`config.mk`:
```
export PLATFORM = sky130hd
export DESIGN_NAME = noc_packet_receiver
export DESIGN_NICKNAME = d
export VERILOG_FILES = /design/src/rtl/noc_packet_receiver.sv
export SDC_FILE = /design/constraint.sdc
export NUM_CORES = 1
export LEC_CHECK = 0
export BUFFER_PORTS_ARGS = -buffer_cell sky130_fd_sc_hd__buf_2
export CELL_PAD_IN_SITES_DETAIL_PLACEMENT = 1
export CELL_PAD_IN_SITES_GLOBAL_PLACEMENT = 1
export CORE_ASPECT_RATIO = 0.75
export CORE_MARGIN = 2
export CORE_UTILIZATION = 30
export DETAILED_ROUTE_END_ITERATION = 10
export PLACE_DENSITY = 0.59
export SETUP_SLACK_MARGIN = 0.2
export SYNTH_ARGS = -nofsm -noshare
export SYNTH_HDL_FRONTEND = slang
export SYNTH_SLANG_ARGS = --single-unit
```
`constraint.sdc`:
```
create_clock -name clk -period 3.19 [get_ports clk]
set_clock_uncertainty 0.1 [all_clocks]
set_input_delay 0.638 -clock clk [delete_from_list [all_inputs] [get_ports clk]]
set_output_delay 0.638 -clock clk [all_outputs]
set_load 0.005 [all_outputs]
```
`src/rtl/noc_packet_receiver.sv`:
```
// Ejection-side network interface: parses head/body/tail flits from the router local port,
// checks the destination and delivers tagged payload words through a small FWFT FIFO.
module noc_packet_receiver #(
    parameter int DATA_WIDTH  = 32,
    parameter int ID_WIDTH    = 4,
    parameter int NODE_ID     = 0,
    parameter int FIFO_DEPTH  = 4,
    parameter int COUNT_WIDTH = 16
) (
    input  logic                   clk,
    input  logic                   rst,
    input  logic [DATA_WIDTH-1:0]  flit_in_data,
    input  logic                   flit_in_valid,
    output logic                   flit_in_ready,
    output logic [DATA_WIDTH-3:0]  payload_out_data,
    output logic [ID_WIDTH-1:0]    payload_out_src,
    output logic                   payload_out_last,
    output logic                   payload_out_abort,
    output logic                   payload_out_valid,
    input  logic                   payload_out_ready,
    output logic                   pkt_done,
    output logic                   err_framing,
    output logic                   err_misroute,
    output logic [COUNT_WIDTH-1:0] pkt_count,
    output logic [COUNT_WIDTH-1:0] err_count,
    output logic [1:0]             fsm_state
);

    localparam int PTR_W   = $clog2(FIFO_DEPTH);
    localparam int CNT_W   = PTR_W + 1;
    localparam int PAY_W   = DATA_WIDTH - 2;
    localparam int ENTRY_W = PAY_W + ID_WIDTH + 2;
    localparam logic [CNT_W-1:0]    FULL_COUNT = CNT_W'(FIFO_DEPTH);
    localparam logic [ID_WIDTH-1:0] MY_ID      = ID_WIDTH'(NODE_ID);
    localparam logic [1:0] T_HEAD = 2'b01;
    localparam logic [1:0] T_BODY = 2'b10;
    localparam logic [1:0] T_TAIL = 2'b11;

    // fsm_state encoding: 0 = IDLE, 1 = BODY, 2 = DROP
    typedef enum logic [1:0] {S_IDLE = 2'd0, S_BODY = 2'd1, S_DROP = 2'd2} state_t;

    state_t                r_state, w_next;
    logic [ID_WIDTH-1:0]   r_src;
    logic [ENTRY_W-1:0]    r_mem [FIFO_DEPTH];
    logic [PTR_W-1:0]      r_wr_ptr, r_rd_ptr;
    logic [CNT_W-1:0]      r_count;
    logic                  r_pkt_done, r_err_framing, r_err_misroute;
    logic [COUNT_WIDTH-1:0] r_pkt_count, r_err_count;

    logic [1:0]            w_type;
    logic [ID_WIDTH-1:0]   w_dest, w_src;
    logic                  w_accept, w_full, w_pop;
    logic                  w_push, w_push_last, w_push_abort;
    logic [PAY_W-1:0]      w_push_data;
    logic                  w_set_done, w_set_frm, w_set_mis, w_latch_src;
    logic [ENTRY_W-1:0]    w_head;

    assign w_type   = flit_in_data[DATA_WIDTH-1:DATA_WIDTH-2];
    assign w_dest   = flit_in_data[ID_WIDTH-1:0];
    assign w_src    = flit_in_data[2*ID_WIDTH-1:ID_WIDTH];
    assign w_full   = (r_count == FULL_COUNT);
    // Ready looks only at registered state, so a pop this cycle does not free a slot until next cycle.
    assign flit_in_ready = (r_state != S_BODY) || !w_full;
    assign w_accept = flit_in_valid && flit_in_ready;
    assign w_pop    = payload_out_valid && payload_out_ready;

    always_ff @(posedge clk) begin
        if (rst) r_state <= S_IDLE;
        else     r_state <= w_next;
    end

    always_comb begin
        w_next = r_state;
        if (w_accept) begin
            case (r_state)
                S_IDLE: if (w_type == T_HEAD) w_next = (w_dest == MY_ID) ? S_BODY : S_DROP;
                S_BODY: begin
                    if (w_type == T_TAIL)      w_next = S_IDLE;
                    else if (w_type == T_HEAD) w_next = S_DROP;
                end
                S_DROP: if (w_type == T_TAIL) w_next = S_IDLE;
                default: w_next = S_IDLE;
            endcase
        end
    end

    always_comb begin
        w_push       = 1'b0;
        w_push_data  = '0;
        w_push_last  = 1'b0;
        w_push_abort = 1'b0;
        w_set_done   = 1'b0;
        w_set_frm    = 1'b0;
        w_set_mis    = 1'b0;
        w_latch_src  = 1'b0;
        if (w_accept) begin
            case (r_state)
                S_IDLE: begin
                    if (w_type == T_HEAD) begin
                        if (w_dest == MY_ID) w_latch_src = 1'b1;
                        else                 w_set_mis   = 1'b1;
                    end else begin
                        w_set_frm = 1'b1;
                    end
                end
                S_BODY: begin
                    case (w_type)
                        T_BODY: begin
                            w_push      = 1'b1;
                            w_push_data = flit_in_data[PAY_W-1:0];
                        end
                        T_TAIL: begin
                            w_push      = 1'b1;
                            w_push_data = flit_in_data[PAY_W-1:0];
                            w_push_last = 1'b1;
                            w_set_done  = 1'b1;
                        end
                        // A head inside a packet closes the open packet with an abort marker.
                        T_HEAD: begin
                            w_push       = 1'b1;
                            w_push_last  = 1'b1;
                            w_push_abort = 1'b1;
                            w_set_frm    = 1'b1;
                        end
                        default: w_set_frm = 1'b1;
                    endcase
                end
                default: ;
            endcase
        end
    end

    always_ff @(posedge clk) begin
        if (rst) begin
            r_src          <= '0;
            r_wr_ptr       <= '0;
            r_rd_ptr       <= '0;
            r_count        <= '0;
            r_pkt_done     <= 1'b0;
            r_err_framing  <= 1'b0;
            r_err_misroute <= 1'b0;
            r_pkt_count    <= '0;
            r_err_count    <= '0;
        end else begin
            if (w_latch_src) r_src <= w_src;
            if (w_push) r_wr_ptr <= r_wr_ptr + PTR_W'(1);
            if (w_pop)  r_rd_ptr <= r_rd_ptr + PTR_W'(1);
            if (w_push && !w_pop)      r_count <= r_count + CNT_W'(1);
            else if (!w_push && w_pop) r_count <= r_count - CNT_W'(1);
            r_pkt_done     <= w_set_done;
            r_err_framing  <= w_set_frm;
            r_err_misroute <= w_set_mis;
            if (w_set_done && (r_pkt_count != '1))
                r_pkt_count <= r_pkt_count + COUNT_WIDTH'(1);
            if ((w_set_frm || w_set_mis) && (r_err_count != '1))
                r_err_count <= r_err_count + COUNT_WIDTH'(1);
        end
    end

    always_ff @(posedge clk) begin
        if (w_push) r_mem[r_wr_ptr] <= {w_push_data, r_src, w_push_last, w_push_abort};
    end

    // Storage is not reset, so the head entry is masked while the FIFO is empty.
    assign payload_out_valid = (r_count != '0);
    assign w_head            = payload_out_valid ? r_mem[r_rd_ptr] : '0;
    assign payload_out_data  = w_head[ENTRY_W-1:ID_WIDTH+2];
    assign payload_out_src   = w_head[ID_WIDTH+1:2];
    assign payload_out_last  = w_head[1];
    assign payload_out_abort = w_head[0];

    assign pkt_done     = r_pkt_done;
    assign err_framing  = r_err_framing;
    assign err_misroute = r_err_misroute;
    assign pkt_count    = r_pkt_count;
    assign err_count    = r_err_count;
    assign fsm_state    = r_state;

endmodule

```
======== Word level (Yosys, flattened, before mapping) ========
Memories as Yosys holds them, arrays and structs flattened. A register that Yosys moved wholly into a read port is not among the register bits.
Cells that the tools add are included.
word-level totals
  RAM bits ................................ 144
  memories ................................ 1
  word-level logic and storage cells ...... 88
  output and inout bits ................... 75
  register bits ........................... 48
  input bits .............................. 36
operators by class
  equal/unequal tests ..................... 12
  $add $sub $neg .......................... 6
  reductions and logical operators ........ 19
  multiplexer cells ....................... 40
memories
  memory  words  bits a word  read ports  clocked after memory_dff  write ports  line  source
  r_mem   4      36           1           1                         1            44    logic [ENTRY_W-1:0] r_mem [FIFO_DEPTH];
operator list
  operator                 number
  $mux W30                 3
  $mux W36                 1
  $add A16 B1 Y16 const B  2
  $ne A16 B16 Y1 const B   2
  $mux W1                  25
  $mux W2                  7
  $eq A2 B2 Y1 const B     3
  $logic_and A1 B1 Y1      6
  $mux W3                  2
  $pmux W2 S3              1
  $add A2 B1 Y2 const B    2
  $eq A2 B1 Y1 const B     2
  $logic_not A4 Y1         1
  $ne A2 B2 Y1 const B     2
  $reduce_and A4 Y1        1
  $reduce_or A2 Y1         2
  $add A3 B1 Y3 const B    1
  $eq A3 B3 Y1 const B     1
  $logic_not A1 Y1         3
  $ne A3 B3 Y1 const B     1
  $reduce_bool A3 Y1       1
  $reduce_or A3 Y1         1
  $sub A3 B1 Y3 const B    1
  $logic_not A2 Y1         1
  4 further kinds          5

======== Logic depth before layout (Yosys ltp) ========
  depth after elaboration ................. 9
  gate-level depth with buffers ........... 9
  depth with buffers taken out ............ 9

======== Least setup slack after synthesis ========
OpenSTA, ideal clock, no wires.
  kind .................................... input -> register
  from .................................... input port flit_in_valid
  to ...................................... memory r_mem[1][0] (netlist name) (enable)
  required time ........................... 2,693 ps
  stages .................................. 4
  path slack .............................. 444 ps
  buffers on the path ..................... 0
  arrival time ............................ 2,250 ps
  cells stage by stage .................... and2b_2 nand3_1 nor2_1 and2_1
between the ends
  longest elaborated chain between the ends .. 4
ends and longest elaborated chain
  what                           line  source
  start: declaration             13    input logic flit_in_valid,
  $logic_and A1 B1 Y1            64    assign w_accept = flit_in_valid && flit_in_ready;
  $mux W1                        96    if (w_accept) begin
  named net w_push               53    logic w_push, w_push_last, w_push_abort;
  $mux W1                        161   if (w_push) r_mem[r_wr_ptr] <= {w_push_data, r_src, w_push_last, w_push_abort};
  $mux W1 (implied by the code)  161
  end: declaration               44
The timed path passes the listed nets, and every way through them passes these cells.

==> summary.txt <==
Share of cells above drive strength 1: 0.3333
Post-CTS Repair Setup Buffers: 0
Mapped Nets: 589
Rel. slew slack: 0.4557
Clk root buf: clkbuf_16
Hold Path End: r_src[1]$_SDFFE_PP0P_
R2r setup slk: 0.65 ns
Post-synth ARST share: 0
# setup viols final: 0
Post-layout util: 0.3639
# DRC: 0
CTS H-tree lvls: 4
Routed Antenna Nets: 0
Minimum clock period: 2.738 ns
Cell taking the most area after synthesis: edfxtp_1
Clk pwr share: 0.312
Seq cells post-synth: 194
Max Cap Viol: 0
Starting Density: 0.3047
Mapped Area: 8227 um^2
Worst Max-Slew Pin Slew: 0.8121 ns
WP data required: 2.45 ns
CTS tree: yes
Row cnt: 52
Final setup TNS: 0 ns
FF-to-FF path depth: 8
Seq/Total Area, Yosys: 0.6473
Post-DP HPWL: 12.60 mm
Hold Vio Cnt, Final: 0
Initial antenna violation count: 1
R2R Path End: r_count[2]$_SDFFE_PP0P_
Syn_area_per_cell: 15.09 um^2
Post-cts resize count: 0
Synthesized instance count: 545
RSZ-0062 raised after global routing: false
Worst Hold Class: in -> reg
Sequential share of power: 0.405
Psw: 2.018 mW
Post-DR vias/cell: 4.921
Crit Path Class: reg -> out
IO Port Bufs: 110
TritonRoute pass-1 iters: 4
GRT Util Overall: 0.1417
Number of synthesis warnings: 0
Critical hold path startpoint: flit_in_data[5]
Synth Flop Type: edfxtp_1
Max Freq: 365.2 MHz
Area added between synthesis and finish: 19.45%
WL per Instance: 19.06 um
Reg-to-Reg Start: fsm_state[0]$_SDFFE_PP0P_
Maximum root-to-sink buffer count: 2
Congestion Overflow GR: 0
Worst-path clk slew: 0.07 ns
Crit path launch type: flip-flop
Worst-Skew Late Latency: 0.44 ns
Largest net degree at the start of global routing: 40
Detailed Route Iter0 Violations: 260
Gpl congestion: 0.7470
Die H: 147.4 um
Area contributors post-synth: edfxtp_1, dfxtp_1, mux4_2, and2_1, and3_1
Vias in the first global route: 5493
CORE AREA: 27000 um^2
EDFF count, synth: 144
Fin nets: 701
PD cells: 692.1 nW/um^2
WP data arrival: 2.00 ns
# IOs: 111
Comb pwr share: 0.283
CTS buffer count: 17
Clock sinks: 194
Status: complete, no violations
Peak VDD IR: 0.0004263 V
Tcrit/Tclk final: 0.8583
Fin. max-slew vios: 0
Worst Path Max Fanout: 36
# hold bufs at CTS: 0
Switching part of the total: 0.2968
Leak pwr: 3.587 nW
Int Pwr: 4.783 mW
Setup crit end kind: primary output
Yosys cell types: 59
WL final: 19.47 mm
Die Area: 28780 um^2
Synth top area share: 0.5256
Worst Hold Depth: 3
Die width: 195.2 um
Via Count: 5024
Global-route wire length before repair: 31.40 mm
-- registers in the layout, indices dropped and copies added, names as in the netlist, named ones only --
register and flops:
err_framing 1, r_wr_ptr 2, fsm_state 2, pkt_count 16, r_mem 144, r_src 4, err_misroute 1, err_count 16
pkt_done 1, r_rd_ptr 2, r_count 3
-- synth_stat cells (3+ instances only) --
cell and instances:
mux2i_1 7, o21ai_0 5, nor2_1 36, xor2_1 4
and2_1 41, nor4b_1 3, buf_2 4, mux4_2 36
edfxtp_1 144, buf_4 5, a31o_2 3, nor2b_1 6
ha_1 7, o31ai_1 8, and4_1 4, nand3_1 12
nor4_1 4, nand2b_1 3, or3_1 4, dfxtp_1 50
mux2_2 4, xnor2_1 10, clkbuf_1 18, or4_1 8
a21oi_1 17, nand4_1 5, inv_1 7, nor3b_1 5
and3_1 36, nand2_1 12
-- worst max-delay path: stages (launching register included) --
cell,delay (ns)
dfxtp_2,0.31
buf_4,0.48
mux4_2,0.45
and2_1,0.19
buf_2,0.12
-- worst max-delay path by stage --
stage | end | slack [ns] | from | depth (start not counted)
floorplan | r_mem[1][0]$_DFFE_PP_ | 0.44 | flit_in_valid | 4
global placement | r_count[2]$_SDFFE_PP0P_ | 0.43 | flit_in_valid | 10
finish | payload_out_data[5] | 0.45 | flip-flop | 4
detailed placement | r_count[2]$_SDFFE_PP0P_ | 0.30 | flit_in_valid | 10
global route | payload_out_data[5] | 0.34 | flip-flop | 4
CTS | payload_out_data[5] | 0.40 | flip-flop | 4
-- final cells by class --
cell class              instances  area, um^2
multi-input cells             313        2725
fillers                      2794       17170
flip-flops and latches        194        5328
repair buffers                124       718.2
diodes                          1       2.502
clock buffers                  17       425.4
inverters                       7       26.28
clock inverters                14       162.7
well taps                     351       439.2
-- power groups by stage --
stage	Combinational [mW]	Clock, mW	Sequential, mW
after global placement	1.95	0	2.80
after detailed placement	2.01	0	2.81
after global routing	2.15	2.27	2.76
final	1.93	2.12	2.75
after floorplan	1.14	0	2.79
after CTS	2.02	2.19	2.75
-- routing by layer --
layer  global-route usage  up-vias  share of wire
met1               0.1834     2618           0.45
met2               0.2450       74           0.51
met4              0.04351        0          0.011
li1                     -     2319              -
met5                    0        -              0
met3              0.02350       13          0.027
-- metrics by stage --
stage               std cells  setup WS, ns  total power [mW]  hold WS (ns)  instance area, um^2
finish                   1021        0.4520             6.802        0.3857                 9827
global route             1020        0.3448             7.183        0.4080                 9824
CTS                      1020        0.3981             6.965        0.3668                 9824
detailed placement        989        0.3012             4.819        0.3913                 9236
global placement          989        0.4295             4.757        0.3745                 9236
floorplan                 545        0.4438             3.937        0.3599                 8227
-- layout by cell type, fill, tap and decap left out, drive strengths merged, types with 10 or more instances in the layout --
master | netlist | layout
edfxtp | 144 | 144
buf | 13 | 124
dfxtp | 50 | 50
and2 | 42 | 42
and3 | 37 | 37
nor2 | 36 | 36
mux4 | 36 | 36
a21oi | 17 | 17
clkbuf | 18 | 17
nand3 | 14 | 14
nand2 | 13 | 13
inv | 7 | 13
xnor2 | 10 | 10
-- cell families after synthesis --
group                      count (synthesis)  synth area share
AOI/OAI and AO/OA                         41           0.03377
adders and majority gates                  8           0.01308
DFF                                      194            0.6473
xor gates and xnor gates                  14           0.01490
and+or+nand+nor                          202            0.1545
muxes                                     48            0.1144
buffers and inverters                     38           0.02205
Power figures use the tool's default switching activity.
